File: config.mk
export PLATFORM = sky130hd
export DESIGN_NAME = button_event_arbiter
export DESIGN_NICKNAME = d
export VERILOG_FILES = /design/src/rtl/button_event_arbiter.sv
export SDC_FILE = /design/constraint.sdc
export NUM_CORES = 1
export LEC_CHECK = 0
export ABC_AREA = 1
export CORE_MARGIN = 3
export CORE_UTILIZATION = 39
export CTS_CLUSTER_DIAMETER = 30
export DETAILED_ROUTE_END_ITERATION = 6
export PLACE_DENSITY_LB_ADDON = 0.2
export SLEW_MARGIN = 20
export SYNTH_ARGS = -nofsm -noshare
export SYNTH_HDL_FRONTEND = slang
export SYNTH_SLANG_ARGS = --single-unit
File: constraint.sdc
create_clock -name clk -period 4.5 [get_ports clk]
set_clock_uncertainty 0.2 [all_clocks]
set_input_delay 0.45 -clock clk [delete_from_list [all_inputs] [get_ports clk]]
set_output_delay 0.45 -clock clk [all_outputs]
set_load 0.01 [all_outputs]
File: src/rtl/button_event_arbiter.sv
// rtl/button_event_arbiter.sv - latches per-source pulse events and queues them round-robin into a FIFO
module button_event_arbiter #(
  parameter int WIDTH = 4,
  parameter int DEPTH = 4,
  parameter int CNT_W = 8
) (
  input  logic                       clk,
  input  logic                       rst_n,
  input  logic [WIDTH-1:0]           pulse_in,
  input  logic [WIDTH-1:0]           enable_mask,
  input  logic                       ev_ready,
  input  logic                       clear_drop,
  output logic                       ev_valid,
  output logic [$clog2(WIDTH)-1:0]   ev_id,
  output logic [WIDTH-1:0]           pending,
  output logic [$clog2(DEPTH):0]     fifo_count,
  output logic [CNT_W-1:0]           drop_cnt
);

  localparam int IDW = $clog2(WIDTH);
  localparam int AW  = $clog2(DEPTH);
  localparam int SW  = CNT_W + 5;

  logic [WIDTH-1:0] r_pending;
  logic [IDW-1:0]   r_last_grant;
  logic [IDW-1:0]   r_mem [DEPTH];
  logic [AW-1:0]    r_wr_ptr;
  logic [AW-1:0]    r_rd_ptr;
  logic [AW:0]      r_count;
  logic [CNT_W-1:0] r_drop_cnt;

  logic             w_can_grant;
  logic             w_gnt_vld;
  logic [IDW-1:0]   w_gnt_idx;
  logic [WIDTH-1:0] w_gnt_oh;
  logic [WIDTH-1:0] w_accept;
  logic [WIDTH-1:0] w_drop;
  logic [SW-1:0]    w_drop_k;
  logic [SW-1:0]    w_drop_sum;
  logic             w_pop;

  // A full FIFO blocks grants even when the head is popped this cycle.
  assign w_can_grant = (|r_pending) && (r_count != (AW+1)'(DEPTH));
  assign w_pop       = ev_valid && ev_ready;
  assign w_accept    = pulse_in & enable_mask;
  assign w_drop      = w_accept & r_pending & ~w_gnt_oh;

  always_comb begin
    int j;
    j         = 0;
    w_gnt_vld = 1'b0;
    w_gnt_idx = '0;
    if (w_can_grant) begin
      for (int k = 1; k <= WIDTH; k++) begin
        j = int'(r_last_grant) + k;
        if (j >= WIDTH) j = j - WIDTH;
        if (!w_gnt_vld && r_pending[j]) begin
          w_gnt_vld = 1'b1;
          w_gnt_idx = IDW'(j);
        end
      end
    end
  end

  assign w_gnt_oh = w_gnt_vld ? (WIDTH'(1) << w_gnt_idx) : '0;

  always_comb begin
    w_drop_k = '0;
    for (int i = 0; i < WIDTH; i++) begin
      w_drop_k = w_drop_k + SW'(w_drop[i]);
    end
  end

  assign w_drop_sum = SW'(r_drop_cnt) + w_drop_k;

  always_ff @(posedge clk or negedge rst_n) begin
    if (!rst_n) begin
      r_pending    <= '0;
      r_last_grant <= IDW'(WIDTH - 1);
      r_wr_ptr     <= '0;
      r_rd_ptr     <= '0;
      r_count      <= '0;
      r_drop_cnt   <= '0;
    end else begin
      // A pulse arriving on the granted source re-arms its pending bit.
      r_pending <= (r_pending & ~w_gnt_oh) | w_accept;
      if (w_gnt_vld) begin
        r_last_grant <= w_gnt_idx;
        r_wr_ptr     <= r_wr_ptr + 1'b1;
      end
      if (w_pop) begin
        r_rd_ptr <= r_rd_ptr + 1'b1;
      end
      case ({w_gnt_vld, w_pop})
        2'b10:   r_count <= r_count + 1'b1;
        2'b01:   r_count <= r_count - 1'b1;
        default: r_count <= r_count;
      endcase
      if (clear_drop) begin
        r_drop_cnt <= '0;
      end else if (|w_drop_sum[SW-1:CNT_W]) begin
        r_drop_cnt <= '1;
      end else begin
        r_drop_cnt <= w_drop_sum[CNT_W-1:0];
      end
    end
  end

  always_ff @(posedge clk) begin
    if (w_gnt_vld) begin
      r_mem[r_wr_ptr] <= w_gnt_idx;
    end
  end

  assign ev_valid   = (r_count != '0);
  assign ev_id      = ev_valid ? r_mem[r_rd_ptr] : '0;
  assign pending    = r_pending;
  assign fifo_count = r_count;
  assign drop_cnt   = r_drop_cnt;

endmodule

==> out/summary.json, run 1 <==
{
  "power_frac_seq": {"value": 29.4, "unit": "%"},
  "initial_core_util": {"value": 41.1, "unit": "%"},
  "fin_nets": {"value": 283},
  "synth_largest_type_area_fraction": {"value": 26.2, "unit": "%"},
  "synth-seq-area-share": {"value": 42.3, "unit": "%"},
  "cts.path.max_buffers": {"value": 2},
  "hp-start": {"value": "r_rd_ptr[1]"},
  "data_required_time_at_the_worst_endpoint": {"value": 4500, "unit": "ps"},
  "report.final.setup_viol": {"value": 0},
  "clock_tree_from_tritoncts": {"value": "done"},
  "antenna_violations_before_repair": {"value": 0},
  "cts_root_buf": {"value": "clkbuf_8"},
  "clock-sinks": {"value": 29},
  "cts_resized": {"value": 0},
  "drcViolationCount": {"value": 0},
  "overall_via_count_from_detail_route": {"value": 1522},
  "critical_path_peak_fanout": {"value": 11},
  "multiInputGateArea": {"value": 892, "unit": "sq um"},
  "synth_nets": {"value": 249},
  "antenna_cells_inserted": {"value": 0},
  "timing.rr.end": {"value": "drop_cnt[7]"},
  "number_of_synthesized_register_bits": {"value": 29},
  "dr.first_iter.drc_count": {"value": 41},
  "die_w": {"value": 74.2, "unit": "um"},
  "clk_pin_slew_worst_paths": {"value": 70, "unit": "ps"},
  "timing.critical_path.arrival": {"value": 3960, "unit": "ps"},
  "cell_count_after_synthesis": {"value": 227},
  "timing.final.crit_share": {"value": 87.9, "unit": "%"},
  "timing.setup.tns": {"value": 0, "unit": "ps"},
  "vdd_drop_max": {"value": 0.326, "unit": "mV"},
  "synth.largest_area_cell": {"value": "dfrtp_1"},
  "clock_power_share": {"value": 14.4, "unit": "%"},
  "regToRegStartpoint": {"value": "r_last_grant[0]"},
  "die_area": {"value": 0.00551, "unit": "sq mm"},
  "post_synth.cell_area_avg": {"value": 7.99, "unit": "sq um"},
  "worst_skew_pair.late_latency": {"value": 280, "unit": "ps"},
  "htree_levels": {"value": 2},
  "type_of_the_worst_setup_path": {"value": "reg2reg"},
  "timing_worst_slew_pin_value": {"value": 514, "unit": "ps"},
  "grt_max_degree": {"value": 22},
  "coreArea": {"value": 0.00441, "unit": "sq mm"},
  "drt_pass_1_iters": {"value": 4},
  "fmaxAchievable": {"value": 253, "unit": "MHz"},
  "cts_hold_buf": {"value": 0},
  "die_h": {"value": 74.2, "unit": "um"},
  "reg2reg_depth": {"value": 17},
  "timing.critical_path.from": {"value": "r_last_grant[0]"},
  "drtAntennaViolNets": {"value": 0},
  "min_path_cells": {"value": 1},
  "layout.filler_cells": {"value": 424},
  "floorplan.io_pins": {"value": 30},
  "wl": {"value": 3.57, "unit": "mm"},
  "slew-limit-headroom": {"value": 65.7, "unit": "%"},
  "grt_first_pass_wirelength": {"value": 6.09, "unit": "mm"},
  "gp_congestion": {"value": 0.869},
  "p_leak": {"value": 1.07, "unit": "nW"},
  "post_drt_via_cell_ratio": {"value": 4.85},
  "number_of_rows_in_the_core_area": {"value": 24},
  "cap_viol_max_count": {"value": 0},
  "power-per-cell-area": {"value": 802, "unit": "mW/mm^2"},
  "combinationalPowerShare": {"value": 56.2, "unit": "%"},
  "cts-buffers-inserted": {"value": 5},
  "switching_share": {"value": 45.0, "unit": "%"},
  "grt.total_usage": {"value": 14.3, "unit": "%"},
  "sequential_cell_area": {"value": 768, "unit": "sq um"},
  "synth_warnings": {"value": 0},
  "first_global_vias": {"value": 1393},
  "post_synth_main_area_contributors": {"value": "dfrtp_1, edfxtp_1, nand2_1"},
  "async_flop_share": {"value": 72.4, "unit": "%"},
  "final_count_of_hold_timing_violations": {"value": 0},
  "rsz_0062_raised_after_global_routing": {"value": "no"},
  "min_path_type": {"value": "reg2reg"},
  "cellInternalPower": {"value": 997, "unit": "uW"},
  "io_buffer_count": {"value": 29},
  "syn_area": {"value": 0.00181, "unit": "sq mm"},
  "reg2reg_setup_slack": {"value": 550, "unit": "ps"},
  "period_needed": {"value": 3950, "unit": "ps"},
  "count_of_flip_flops_with_a_built_in_enable_after_synthesis": {"value": 8},
  "avgRoutedWirePerCell": {"value": 11.4, "unit": "um"},
  "timing.critical_path.to_type": {"value": "flip-flop"},
  "outcome": {"value": "finished clean"},
  "net-switching-power": {"value": 817, "unit": "uW"},
  "fin_util": {"value": 51.2, "unit": "%"},
  "yosys_most_used_dff": {"value": "dfrtp_1"},
  "crit_path_start_kind": {"value": "flip-flop"},
  "dp_hpwl": {"value": 2.80, "unit": "mm"},
  "syn2layout_area_growth": {"value": 24.7, "unit": "%"},
  "postCtsSetupBuffers": {"value": 0},
  "final_layout_size_suffix_gt1_share": {"value": 10.7, "unit": "%"},
  "terminating_pin_of_the_worst_hold_path": {"value": "r_rd_ptr[1]"},
  "timing.final.max_slew_violations": {"value": 0},
  "overflow": {"value": 0},
  "synth.distinct_cells": {"value": 31}
}
## worst max path at each step
stage / cells past startpoint / slack [ps] / endpoint
CTS: 17 / 530 / drop_cnt[7]
finish: 17 / 550 / drop_cnt[7]
detailed placement: 18 / 530 / drop_cnt[7]
global route: 17 / 260 / drop_cnt[6]
floorplan: 19 / 990 / drop_cnt[6]
global placement: 21 / 640 / drop_cnt[0]
## power by group through the flow
| stage | clock (mW) | sequential, mW | combinational (mW) |
|---|---|---|---|
| final | 0.261 | 0.533 | 1.02 |
| after global routing | 0.279 | 0.548 | 1.16 |
| after CTS | 0.269 | 0.533 | 1.03 |
| after detailed placement | 0 | 0.536 | 1.02 |
| after global placement | 0 | 0.539 | 1.02 |
| after floorplan | 0 | 0.522 | 0.752 |
## cells by family after synthesis
logic type      count (synthesis)  synth area share, %
compound gates                 29                 9.31
buf+inv                        38                 8.48
flops                          29                 42.3
simple gates                  116                 28.9
fa+ha+maj                      10                 8.55
xor+xnor                        5                 2.41
## Yosys cell counts, types with 3 or more instances
master and number:
nand4_1 4, edfxtp_1 8, a31oi_1 4, xnor2_1 3
nor2_1 20, nand2_2 11, o21ai_0 11, inv_1 33
fa_1 4, nand2_1 62, o21ai_1 3, dfrtp_1 19
nor3_1 4, nand3_1 10, ha_1 6, a21oi_1 7
## per-stage QoR
step	area (sq um)	power [mW]	instances	setup slack, ps	hold WS (ps)
after floorplan	1810	1.27	227	988	-45.6
after global placement	2150	1.56	305	636	310
after detailed placement	2150	1.56	305	526	315
after CTS	2260	1.83	313	535	327
after global routing	2260	1.98	314	258	339
final	2260	1.81	314	546	325
## area by class of cell
cell class / instances / share of cell area, %
Clock inverter: 3 / 1.83
Inverter: 35 / 5.81
Multi-Input combinational cell: 160 / 39.4
Sequential cell: 29 / 34.0
Clock buffer: 5 / 3.04
Tap cell: 52 / 2.88
Timing Repair Buffer: 30 / 13.1
## sequential cells by signal, summed over array words and instances (netlist names)
register / cells
drop_cnt: 8
r_last_grant: 2
pending: 4
r_mem: 8
r_wr_ptr: 2
r_rd_ptr: 2
fifo_count: 3
## layer usage
metal  vias up  part of all wire (%)  global-route usage (%)
li1        788                     -                       -
met1       688                    48                    18.5
met2        36                    45                    23.0
met3        10                   5.1                    4.46
met4         0                   2.0                    4.43
met5         -                     0                       0
## critical path, cell delays in order, from the launching register on
cell     delay (ps)
dfstp_2         640
inv_2           130
nand2_1          80
nand2_1          80
nand2_1         110
nand2_2          70
nor2_4          110
nand3_4         110
a21oi_4         280
o21ai_0         190
fa_1            520
fa_1            450
inv_1            80
fa_1            200
nand3_1         150
nor2_1          110
nand2_1         160
a31oi_1         200
## cell usage in the layout (no fill, tap or decap), types with 2 or more instances in the layout
master | synthesis | layout
a21oi_1 | 7 | 7
a31oi_1 | 4 | 4
dfstp_2 | 2 | 2
xnor2_1 | 3 | 3
nand2_2 | 11 | 11
nor3_1 | 4 | 4
fa_1 | 4 | 4
o21ai_1 | 3 | 3
inv_1 | 33 | 33
nand3_1 | 10 | 10
dfrtp_1 | 19 | 19
ha_1 | 6 | 6
clkbuf_8 | 0 | 5
nand2_1 | 62 | 62
clkdlybuf4s50_1 | 0 | 28
xor2_1 | 2 | 2
inv_2 | 2 | 2
nand4_1 | 4 | 4
nor2_1 | 20 | 20
o21ai_0 | 11 | 11
edfxtp_1 | 8 | 8
Note: power is estimated with default switching activity, not from simulation.
==> run 2, diff against run 1 <==
--- a/config.mk
+++ b/config.mk
@@ -11,7 +11,6 @@
 export CTS_CLUSTER_DIAMETER = 30
 export DETAILED_ROUTE_END_ITERATION = 6
 export PLACE_DENSITY_LB_ADDON = 0.2
-export SLEW_MARGIN = 20
 export SYNTH_ARGS = -nofsm -noshare
 export SYNTH_HDL_FRONTEND = slang
 export SYNTH_SLANG_ARGS = --single-unit
==> run 2 against run 1 <==
Clock power is essentially flat. Register-to-register slack is essentially flat. Worst hold slack lost 2.2 ps. Die area is the same. Fmax shrank 0.19%. Largest power group unchanged.
==> out/summary.json, run 2 (same netlist as run 1, synthesis figures left out) <==
{
  "dr.first_iter.drc_count": {"value": 43, "change": "was 41"},
  "mostFrequentLayoutCell": {"value": "nand2_1", "change": "unchanged"},
  "met1_length": {"value": 1.71, "unit": "mm", "change": "about the same"},
  "timing.critical_path.to_type": {"value": "flip-flop", "change": "unchanged"},
  "timing.rr.end": {"value": "drop_cnt[7]", "change": "unchanged"},
  "drt_pass_1_iters": {"value": 4, "change": "unchanged"},
  "cts_root_buf": {"value": "clkbuf_8", "change": "unchanged"},
  "antenna_cells_inserted": {"value": 0, "change": "unchanged"},
  "cts.path.max_buffers": {"value": 2, "change": "unchanged"},
  "coreArea": {"value": 0.00441, "unit": "sq mm", "change": "unchanged"},
  "rsz_0062_raised_after_global_routing": {"value": "no", "change": "unchanged"},
  "clk_pin_slew_worst_paths": {"value": 70, "unit": "ps", "change": "about the same"},
  "critical-path-max-stage-delay": {"value": 650, "unit": "ps", "change": "was 640 ps"},
  "min_path_type": {"value": "reg2reg", "change": "unchanged"},
  "cts-buffers-inserted": {"value": 5, "change": "unchanged"},
  "timing.final.max_slew_violations": {"value": 0, "change": "unchanged"},
  "reg2reg_setup_slack": {"value": 540, "unit": "ps", "change": "was 550 ps"},
  "fin_nets": {"value": 282, "change": "was 283"},
  "power-per-cell-area": {"value": 803, "unit": "mW/mm^2", "change": "was 802 mW/mm^2"},
  "reg2reg_depth": {"value": 17, "change": "unchanged"},
  "die_w": {"value": 74.2, "unit": "um", "change": "unchanged"},
  "regToRegStartpoint": {"value": "r_last_grant[0]", "change": "unchanged"},
  "drtAntennaViolNets": {"value": 0, "change": "unchanged"},
  "p_leak": {"value": 1.06, "unit": "nW", "change": "was 1.07 nW"},
  "routed-wl-met3": {"value": 185, "unit": "um", "change": "was 181 um"},
  "final-instance-count-excl-fill": {"value": 313, "change": "was 314"},
  "period_needed": {"value": 3960, "unit": "ps", "change": "was 3950 ps"},
  "floorplan.io_pins": {"value": 30, "change": "unchanged"},
  "worst_skew_pair.late_latency": {"value": 280, "unit": "ps", "change": "about the same"},
  "drcViolationCount": {"value": 0, "change": "unchanged"},
  "die_area": {"value": 0.00551, "unit": "sq mm", "change": "unchanged"},
  "worstPathBufferInverterCount": {"value": 2, "change": "unchanged"},
  "fmaxAchievable": {"value": 252, "unit": "MHz", "change": "was 253 MHz"},
  "slew-limit-headroom": {"value": 32.2, "unit": "%", "change": "was 65.7%"},
  "outcome": {"value": "finished clean", "change": "unchanged"},
  "final_layout_size_suffix_gt1_share": {"value": 10.3, "unit": "%", "change": "was 10.7%"},
  "first_global_vias": {"value": 1393, "change": "unchanged"},
  "data_required_time_at_the_worst_endpoint": {"value": 4500, "unit": "ps", "change": "about the same"},
  "avgRoutedWirePerCell": {"value": 11.4, "unit": "um", "change": "about the same"},
  "post_drt_via_cell_ratio": {"value": 4.82, "change": "was 4.85"},
  "worst_path_most_repeated_cell": {"value": "nand2_1", "change": "unchanged"},
  "timing.setup.tns": {"value": 0, "unit": "ps", "change": "unchanged"},
  "cp_cell_sequence": {"value": "inv_2, nand2_1, nand2_1, nand2_1, nand2_2, nor2_4, nand3_4, a21oi_4, o21ai_0, fa_1, fa_1, inv_1, fa_1, nand3_1, nor2_1, nand2_1, a31oi_1", "change": "unchanged"},
  "hp-start": {"value": "fifo_count[0]", "change": "was r_rd_ptr[1]"},
  "clock_tree_from_tritoncts": {"value": "done", "change": "unchanged"},
  "mostFrequentLayoutCells": {"value": "nand2_1, inv_1, clkdlybuf4s50_1", "change": "unchanged"},
  "overall_via_count_from_detail_route": {"value": 1509, "change": "was 1,522"},
  "timing_worst_slew_pin_value": {"value": 1010, "unit": "ps", "change": "was 514 ps"},
  "clock-sinks": {"value": 29, "change": "unchanged"},
  "gp_congestion": {"value": 0.869, "change": "unchanged"},
  "report.final.setup_viol": {"value": 0, "change": "unchanged"},
  "terminating_pin_of_the_worst_hold_path": {"value": "fifo_count[0]", "change": "was r_rd_ptr[1]"},
  "postCtsSetupBuffers": {"value": 0, "change": "unchanged"},
  "vdd_drop_max": {"value": 0.326, "unit": "mV", "change": "about the same"},
  "critPathTopFamily": {"value": "adder cells", "change": "unchanged"},
  "critical_path_peak_fanout": {"value": 11, "change": "unchanged"},
  "dr_wl_met2": {"value": 1.61, "unit": "mm", "change": "about the same"},
  "htree_levels": {"value": 2, "change": "unchanged"},
  "timing.critical_path.arrival": {"value": 3960, "unit": "ps", "change": "about the same"},
  "critical-path-slowest-cell": {"value": "dfstp_2", "change": "unchanged"},
  "timing.final.crit_share": {"value": 88.0, "unit": "%", "change": "was 87.9%"},
  "grt_first_pass_wirelength": {"value": 6.09, "unit": "mm", "change": "unchanged"},
  "min_path_cells": {"value": 1, "change": "unchanged"},
  "number_of_rows_in_the_core_area": {"value": 24, "change": "unchanged"},
  "grt_max_degree": {"value": 22, "change": "unchanged"},
  "die_h": {"value": 74.2, "unit": "um", "change": "unchanged"},
  "type_of_the_worst_setup_path": {"value": "reg2reg", "change": "unchanged"},
  "grt.total_usage": {"value": 14.3, "unit": "%", "change": "unchanged"},
  "cts_hold_buf": {"value": 0, "change": "unchanged"},
  "dr.max_layer_used": {"value": "met4", "change": "unchanged"},
  "antenna_violations_before_repair": {"value": 0, "change": "unchanged"},
  "overflow": {"value": 0, "change": "unchanged"},
  "cap_viol_max_count": {"value": 0, "change": "unchanged"},
  "io_buffer_count": {"value": 29, "change": "unchanged"},
  "crit_path_start_kind": {"value": "flip-flop", "change": "unchanged"},
  "final_count_of_hold_timing_violations": {"value": 0, "change": "unchanged"},
  "dp_hpwl": {"value": 2.80, "unit": "mm", "change": "unchanged"},
  "placedCellCount": {"value": 305, "change": "unchanged"},
  "initial_core_util": {"value": 41.1, "unit": "%", "change": "unchanged"},
  "cts_resized": {"value": 0, "change": "unchanged"},
  "syn2layout_area_growth": {"value": 24.4, "unit": "%", "change": "was 24.7%"},
  "wl": {"value": 3.57, "unit": "mm", "change": "about the same"}
}
-- run 2: cell count changes in the layout (fill, tap and decap cells not counted), sizes merged --
cell / before / now
buf: 1 / 0
clkdlybuf4s50: 28 / 29
dlygate4sd3: 1 / 0
-- run 2: power by group --
group | total, mW | internal, mW | leakage (nW) | switching, mW
clock network | 0.260 | 0.163 | 0.0518 | 0.0978
logic | 1.02 | 0.400 | 0.678 | 0.620
registers | 0.532 | 0.435 | 0.333 | 0.0978
total | 1.81 | 0.997 | 1.06 | 0.816
-- run 2: per-stage QoR --
step,instance area (sq um),utilization [%],power [mW],hold WS (ps),worst slack [ps]
after CTS,2260,51.1,1.83,327,535
after global routing,2260,51.1,1.98,339,258
after detailed placement,2150,48.6,1.56,315,526
final,2260,51.1,1.81,323,538
after floorplan,1810,-,1.27,-45.6,988
after global placement,2150,48.6,1.56,310,636
-- run 2: how the worst max path moves through the flow --
stage	start	end	cells after the start
floorplan	r_last_grant[0]	drop_cnt[6]	19
global placement	r_last_grant[0]	drop_cnt[0]	21
detailed placement	r_last_grant[0]	drop_cnt[7]	18
CTS	r_last_grant[0]	drop_cnt[7]	17
global route	r_last_grant[0]	drop_cnt[6]	17
finish	r_last_grant[0]	drop_cnt[7]	17
-- run 2: routing by layer --
layer	up-vias	GRT usage [%]
met5	-	0
met4	0	4.43
met3	9	4.46
met2	40	23.0
met1	674	18.5
li1	786	-
-- run 2: cell type report --
| class | instances | area (sq um) |
|---|---|---|
| fill | 427 | 2160 |
| multi-input combinational | 160 | 892 |
| sequential | 29 | 768 |
| timing repair buffer | 29 | 290 |
| inverter | 35 | 131 |
| clock buffer | 5 | 68.8 |
| tap | 52 | 65.1 |
| clock inverter | 3 | 41.3 |
